<file path="src/rtl/rx_frame_ctrl.sv">
// UART byte stream -> fixed-length frame sequencer with atomic publish and error discard.
// Optional inter-byte idle timeout is compiled in with `define RX_FRAME_TIMEOUT_EN.

module rx_frame_slot #(
  parameter bit IS_LAST = 1'b0
) (
  input  logic       clk,
  input  logic       reset,
  input  logic       wr_en,
  input  logic       pub_en,
  input  logic [7:0] din,
  output logic [7:0] pub_byte
);
  logic [7:0] shadow;

  always_ff @(posedge clk) begin
    if (reset) begin
      shadow   <= '0;
      pub_byte <= '0;
    end else begin
      if (wr_en)  shadow   <= din;
      // The final slot publishes the byte arriving on the publish edge.
      if (pub_en) pub_byte <= IS_LAST ? din : shadow;
    end
  end
endmodule

module rx_frame_ctrl #(
  parameter int NUM_BYTES      = 4,
  parameter int TIMEOUT_CYCLES = 1_000_000,
  parameter int CNT_W          = 8
) (
  input  logic                   clk,
  input  logic                   reset,
  input  logic [7:0]             Rx_DATA,
  input  logic                   Rx_VALID,
  input  logic                   Rx_FERROR,
  input  logic                   Rx_PERROR,
  output logic [8*NUM_BYTES-1:0] frame_data,
  output logic                   frame_valid,
  output logic                   frame_err,
  output logic [1:0]             err_code,
  output logic [3:0]             byte_cnt,
  output logic [CNT_W-1:0]       frame_count
);
  typedef enum logic [1:0] {S_IDLE, S_COLLECT, S_ERR} state_t;

  localparam logic [3:0] LAST_IDX = 4'(NUM_BYTES-1);

  state_t state;
  logic   accept, rx_bad, rx_clean, rx_last, rx_store, tmo_hit;

  // Anything strobed during the error cycle is dropped.
  assign accept   = Rx_VALID && (state != S_ERR);
  assign rx_bad   = accept && (Rx_FERROR || Rx_PERROR);
  assign rx_clean = accept && !Rx_FERROR && !Rx_PERROR;
  assign rx_last  = rx_clean && (byte_cnt == LAST_IDX);
  assign rx_store = rx_clean && !rx_last;

`ifdef RX_FRAME_TIMEOUT_EN
  localparam int TW = (TIMEOUT_CYCLES > 2) ? $clog2(TIMEOUT_CYCLES) : 1;
  localparam logic [TW-1:0] TMO_LAST = TW'(TIMEOUT_CYCLES-2);
  logic [TW-1:0] tmo_cnt;

  // Fires on the idle edge that would take the count to TIMEOUT_CYCLES-1.
  assign tmo_hit = (state == S_COLLECT) && !Rx_VALID && (tmo_cnt == TMO_LAST);

  always_ff @(posedge clk) begin
    if (reset || state != S_COLLECT || Rx_VALID || tmo_hit) tmo_cnt <= '0;
    else                                                  tmo_cnt <= tmo_cnt + 1'b1;
  end
`else
  assign tmo_hit = 1'b0;
`endif

  for (genvar k = 0; k < NUM_BYTES; k++) begin : g_slot
    rx_frame_slot #(.IS_LAST(k == NUM_BYTES-1)) u_slot (
      .clk      (clk),
      .reset    (reset),
      .wr_en    (rx_store && (byte_cnt == 4'(k))),
      .pub_en   (rx_last),
      .din      (Rx_DATA),
      .pub_byte (frame_data[8*(NUM_BYTES-k)-1 -: 8])
    );
  end

  always_ff @(posedge clk) begin
    if (reset) begin
      state       <= S_IDLE;
      frame_valid <= 1'b0;
      frame_err   <= 1'b0;
      err_code    <= 2'b00;
      byte_cnt    <= '0;
      frame_count <= '0;
    end else begin
      frame_valid <= 1'b0;
      frame_err   <= 1'b0;
      case (state)
        S_IDLE, S_COLLECT: begin
          if (rx_bad) begin
            state     <= S_ERR;
            frame_err <= 1'b1;
            err_code  <= Rx_FERROR ? 2'b01 : 2'b10;
            byte_cnt  <= '0;
          end else if (rx_last) begin
            state       <= S_IDLE;
            frame_valid <= 1'b1;
            frame_count <= frame_count + 1'b1;
            byte_cnt    <= '0;
          end else if (rx_clean) begin
            state    <= S_COLLECT;
            byte_cnt <= byte_cnt + 1'b1;
          end else if (tmo_hit) begin
            state     <= S_ERR;
            frame_err <= 1'b1;
            err_code  <= 2'b11;
            byte_cnt  <= '0;
          end
        end
        default: begin
          state    <= S_IDLE;
          byte_cnt <= '0;
        end
      endcase
    end
  end
endmodule

</file>
<file path="config.mk">
export PLATFORM = sky130hd
export DESIGN_NAME = rx_frame_ctrl
export DESIGN_NICKNAME = d
export VERILOG_FILES = /design/src/rtl/rx_frame_ctrl.sv
export SDC_FILE = /design/constraint.sdc
export NUM_CORES = 1
export LEC_CHECK = 0
export ABC_AREA = 1
export CORE_UTILIZATION = 45
export CTS_BUF_LIST = sky130_fd_sc_hd__clkbuf_4
export DETAILED_ROUTE_END_ITERATION = 6
export PLACE_DENSITY = 0.74
export SYNTH_ARGS = -nofsm -noshare
export SYNTH_HDL_FRONTEND = slang
export SYNTH_SLANG_ARGS = --single-unit
</file>
<file path="constraint.sdc">
create_clock -name clk -period 1.26 [get_ports clk]
set_input_delay 0.252 -clock clk [delete_from_list [all_inputs] [get_ports clk]]
set_output_delay 0.252 -clock clk [all_outputs]
set_load 0.1 [all_outputs]
</file>
==> run_results.csv <==
group,metric,value,unit
routing,drt-total-wl,9320,um
final_layout,layout.cells.non_filler,571,
clock_network,ctsLongestPathBuffers,2,
clock_network,ctsHtreeMaxLevel,3,
sta,clock_skew,0.0160,ns
routing,first_pass_iters,5,
final_layout,fin_nets,507,
synth,ys_top_cells_by_area,"dfxtp_1, nor2_1, nand2_1, a21oi_1, nand3_1",
synth,synth_seq_cells,74,
synth,synth-xor-area-share,0.00880,
synth,synth.area.mux_share,0,
global_route,grt_max_degree,36,
clock_network,cts_root_buf,"clkbuf_4",
clock_network,cts-buffers-inserted,9,
global_route,top_usage_layer,"met2",
worst_setup_path,crit_type,"reg -> reg",
final_layout,num_antenna_cells,0,
place,dpl.cell_count,534,
sta,fin_crit_sh,1.14,
die,initial_core_util,0.467,
final_layout,drive_above_1_share,0.534,
worst_setup_path,end_kind,"flip-flop",
power_and_ir_drop,power_density,864,nW/um^2
final_layout,syn2layout_area_growth,74.8,%
sta,relSlewSlack,0.716,
clock_network,hold_buffers,0,
min_path,min_path_type,"reg -> reg",
synth,synthFlopType,"dfxtp_1",
place,io_buffers,60,
routing,wl_per_cell,16.3,um
synth,yosysMostFrequentCell,"nor2_1",
sta,rsz0062_at_grt,"yes",
worst_setup_path,slowest_stage,"dfxtp_4",
die,fp.dieH,83.5,um
global_route,use_met3,0.0762,
synth,synth_seq_area_share,0.496,
routing,drt_iter0_drc,248,
worst_setup_path,path_max_fanout,8,
final_layout,fin_area,5220,um^2
synth,syn_area,2990,um^2
global_route,globalRouteMet2Util,0.466,
global_route,grt_pass1_vias,3037,
synth,synth_edf_count,0,
place,dp_hpwl,5080,um
clock_network,cts.reportedPaths.clkPinSlew,0.13,ns
worst_setup_path,crit_family,"flip-flops",
synth,async_flop_share,0,
worst_setup_path,worst_setup_path_start_kind,"flip-flop",
global_route,antenna_found_initial,0,
worst_setup_path,slowest_delay,0.38,ns
synth,synth_compound_area_frac,0.122,
status,status,"complete, but fails checks",
clock_network,insertion_delay,0.43,ns
clock_network,tritoncts,"built",
synth,ys_warn_count,0,
sta,max_freq,698,MHz
sta,tightest_slew,0.426,ns
worst_setup_path,cp_num_buf_inv,4,
synth,synth_common_cells,"nor2_1, dfxtp_1, nand2_1",
die,io_pins,61,
synth,synthAdderAreaFrac,0.0210,
sta,hold_viol,0,
synth,synthSimpleGateAreaFrac,0.291,
synth,synth_cell_type_count,24,
global_route,grt-ovfl-total,0,
clock_network,cts_sinks,74,
synth,netlist.area_leader.share,0.496,
routing,drc,0,
sta,timing.hold.ws,0.486,ns
global_route,grt_pass1_wl,14200,um
power_and_ir_drop,ir_worst_vdd,0.817,mV
sta,finalSetupViolCount,73,
die,core_area,6390,um^2
place,gp_congestion,0.782,
worst_setup_path,crit_arrival,1.74,ns
global_route,track_usage,0.257,
worst_setup_path,critical_path.cell_chain,"buf_6 -> inv_4 -> ha_2 -> inv_2 -> nor2_4 -> buf_12 -> nand2_8 -> nand2_2 -> a21oi_1",
routing,via_per_inst,5.43,
place,placed_area,4440,um^2
global_route,use_met1,0.281,
power_and_ir_drop,leakagePower,2.06,nW
synth,syn_inst,381,
sta,setup-tns-final,-7.21,ns
sta,timing.final.max_slew_violations,0,
worst_setup_path,crit_required,1.57,ns
die,dieArea,6960,um^2
routing,via_count,3103,
sta,min_period,1.43,ns
die,row_count,29,
job,maxCapViolations,0,
routing,ant_nets,0,
synth,yosysTopAreaCell,"dfxtp_1",
die,die_x,83.5,um
status,violations,"negative setup slack",
final_layout,fin_util,0.817,
sta,setup_ws,-0.174,ns
synth,synth_top_family_by_area,"simple AND/OR/NAND/NOR gates",
synth,synthesis.nets,399,
synth,avgSynthCellArea,7.84,um^2
==> per-layer routing <==
layer / up-vias / part of all wire
li1: 1458 / -
met1: 1467 / 0.37
met2: 149 / 0.53
met3: 29 / 0.070
met4: 0 / 0.030
met5: - / 0
==> final timing paths <==
path | start | end | slack [ns] | cells past startpoint
setup reg to reg | byte_cnt[1]$_SDFFE_PP0P_ | g_slot[1].u_slot.shadow[3]$_SDFFE_PP0P_ | -0.17 | 9
hold / removal | g_slot[0].u_slot.shadow[7]$_SDFFE_PP0P_ | g_slot[0].u_slot.pub_byte[7]$_SDFFE_PP0P_ | 0.49 | 2
hold reg to reg | g_slot[0].u_slot.shadow[7]$_SDFFE_PP0P_ | g_slot[0].u_slot.pub_byte[7]$_SDFFE_PP0P_ | 0.49 | 2
setup / recovery | byte_cnt[1]$_SDFFE_PP0P_ | g_slot[1].u_slot.shadow[3]$_SDFFE_PP0P_ | -0.17 | 9
==> per-stage QoR <==
step,worst slack (ns),power (W)
5_1_grt,-0.223,0.00466
6_report,-0.174,0.00451
2_1_floorplan,-0.228,0.00259
3_3_place_gp,-0.389,0.00274
3_5_place_dp,-0.430,0.00274
4_1_cts,-0.136,0.00448
==> area by class of cell <==
type,count,area (um^2)
Clock buffer,9,67.6
Clock inverter,7,98.8
Fill cell,322,1170
Timing Repair Buffer,111,1630
Inverter,22,87.6
Tap cell,77,96.3
Sequential cell,74,1580
Multi-Input combinational cell,271,1660
==> cell usage in the layout (no fill, tap or decap), types with 3 or more instances in the layout <==
cell and count:
buf_6 6, inv_1 14, nand2_8 3, xor2_1 3
o21ai_0 29, buf_12 57, a21oi_2 9, nand3_2 14
dfxtp_2 36, clkdlybuf4s50_1 12, nor2_2 35, nand2_1 46
nand2_2 14, clkbuf_4 9, a21oi_1 26, dfxtp_1 25
dfxtp_4 13, nor2_4 8, buf_4 33, nor2_1 42
nand3_1 18, o21ai_1 8, inv_2 6
==> kinds of logic after synthesis <==
| kind of cell | after synthesis |
|---|---|
| adders and majority gates | 5 |
| AOI/OAI and AO/OA | 73 |
| DFF | 74 |
| buffers and inverters | 37 |
| xor gates and xnor gates | 3 |
| and+or+nand+nor | 189 |
==> worst reg2reg max path: cells and delay by family, from the launching register on <==
kind	cells	cell delay, ns
buffers and inverters	4	0.35
adder cells (fa/ha/maj)	1	0.18
AO/OA/AOI/OAI	1	0.06
AND/OR/NAND/NOR	3	0.35
flip-flops	1	0.38
==> timing repair <==
item,CTS,global route
resized for setup,89,54
gates cloned,1,1
buffers inserted,11,8
endpoints found under the hold margin,0,0
pin swaps,9,16
endpoints found under the setup margin,110,115
==> power by group <==
| group | leakage [nW] | total [W] | switching, W | internal, W |
|---|---|---|---|---|
| Clock | 0.0885 | 0.00173 | 0.000915 | 0.000819 |
| Sequential | 0.626 | 0.00235 | 0.0000183 | 0.00233 |
| Combinational | 1.34 | 0.000425 | 0.000253 | 0.000172 |
| Total | 2.06 | 0.00451 | 0.00119 | 0.00332 |
==> state kept, by name, indices dropped and copies added (netlist names) <==
name,cells
err_code,2
state,2
frame_err,1
g_slot.u_slot.pub_byte,32
g_slot.u_slot.shadow,24
byte_cnt,4
frame_count,8
frame_valid,1
Power figures use the tool's default switching activity.
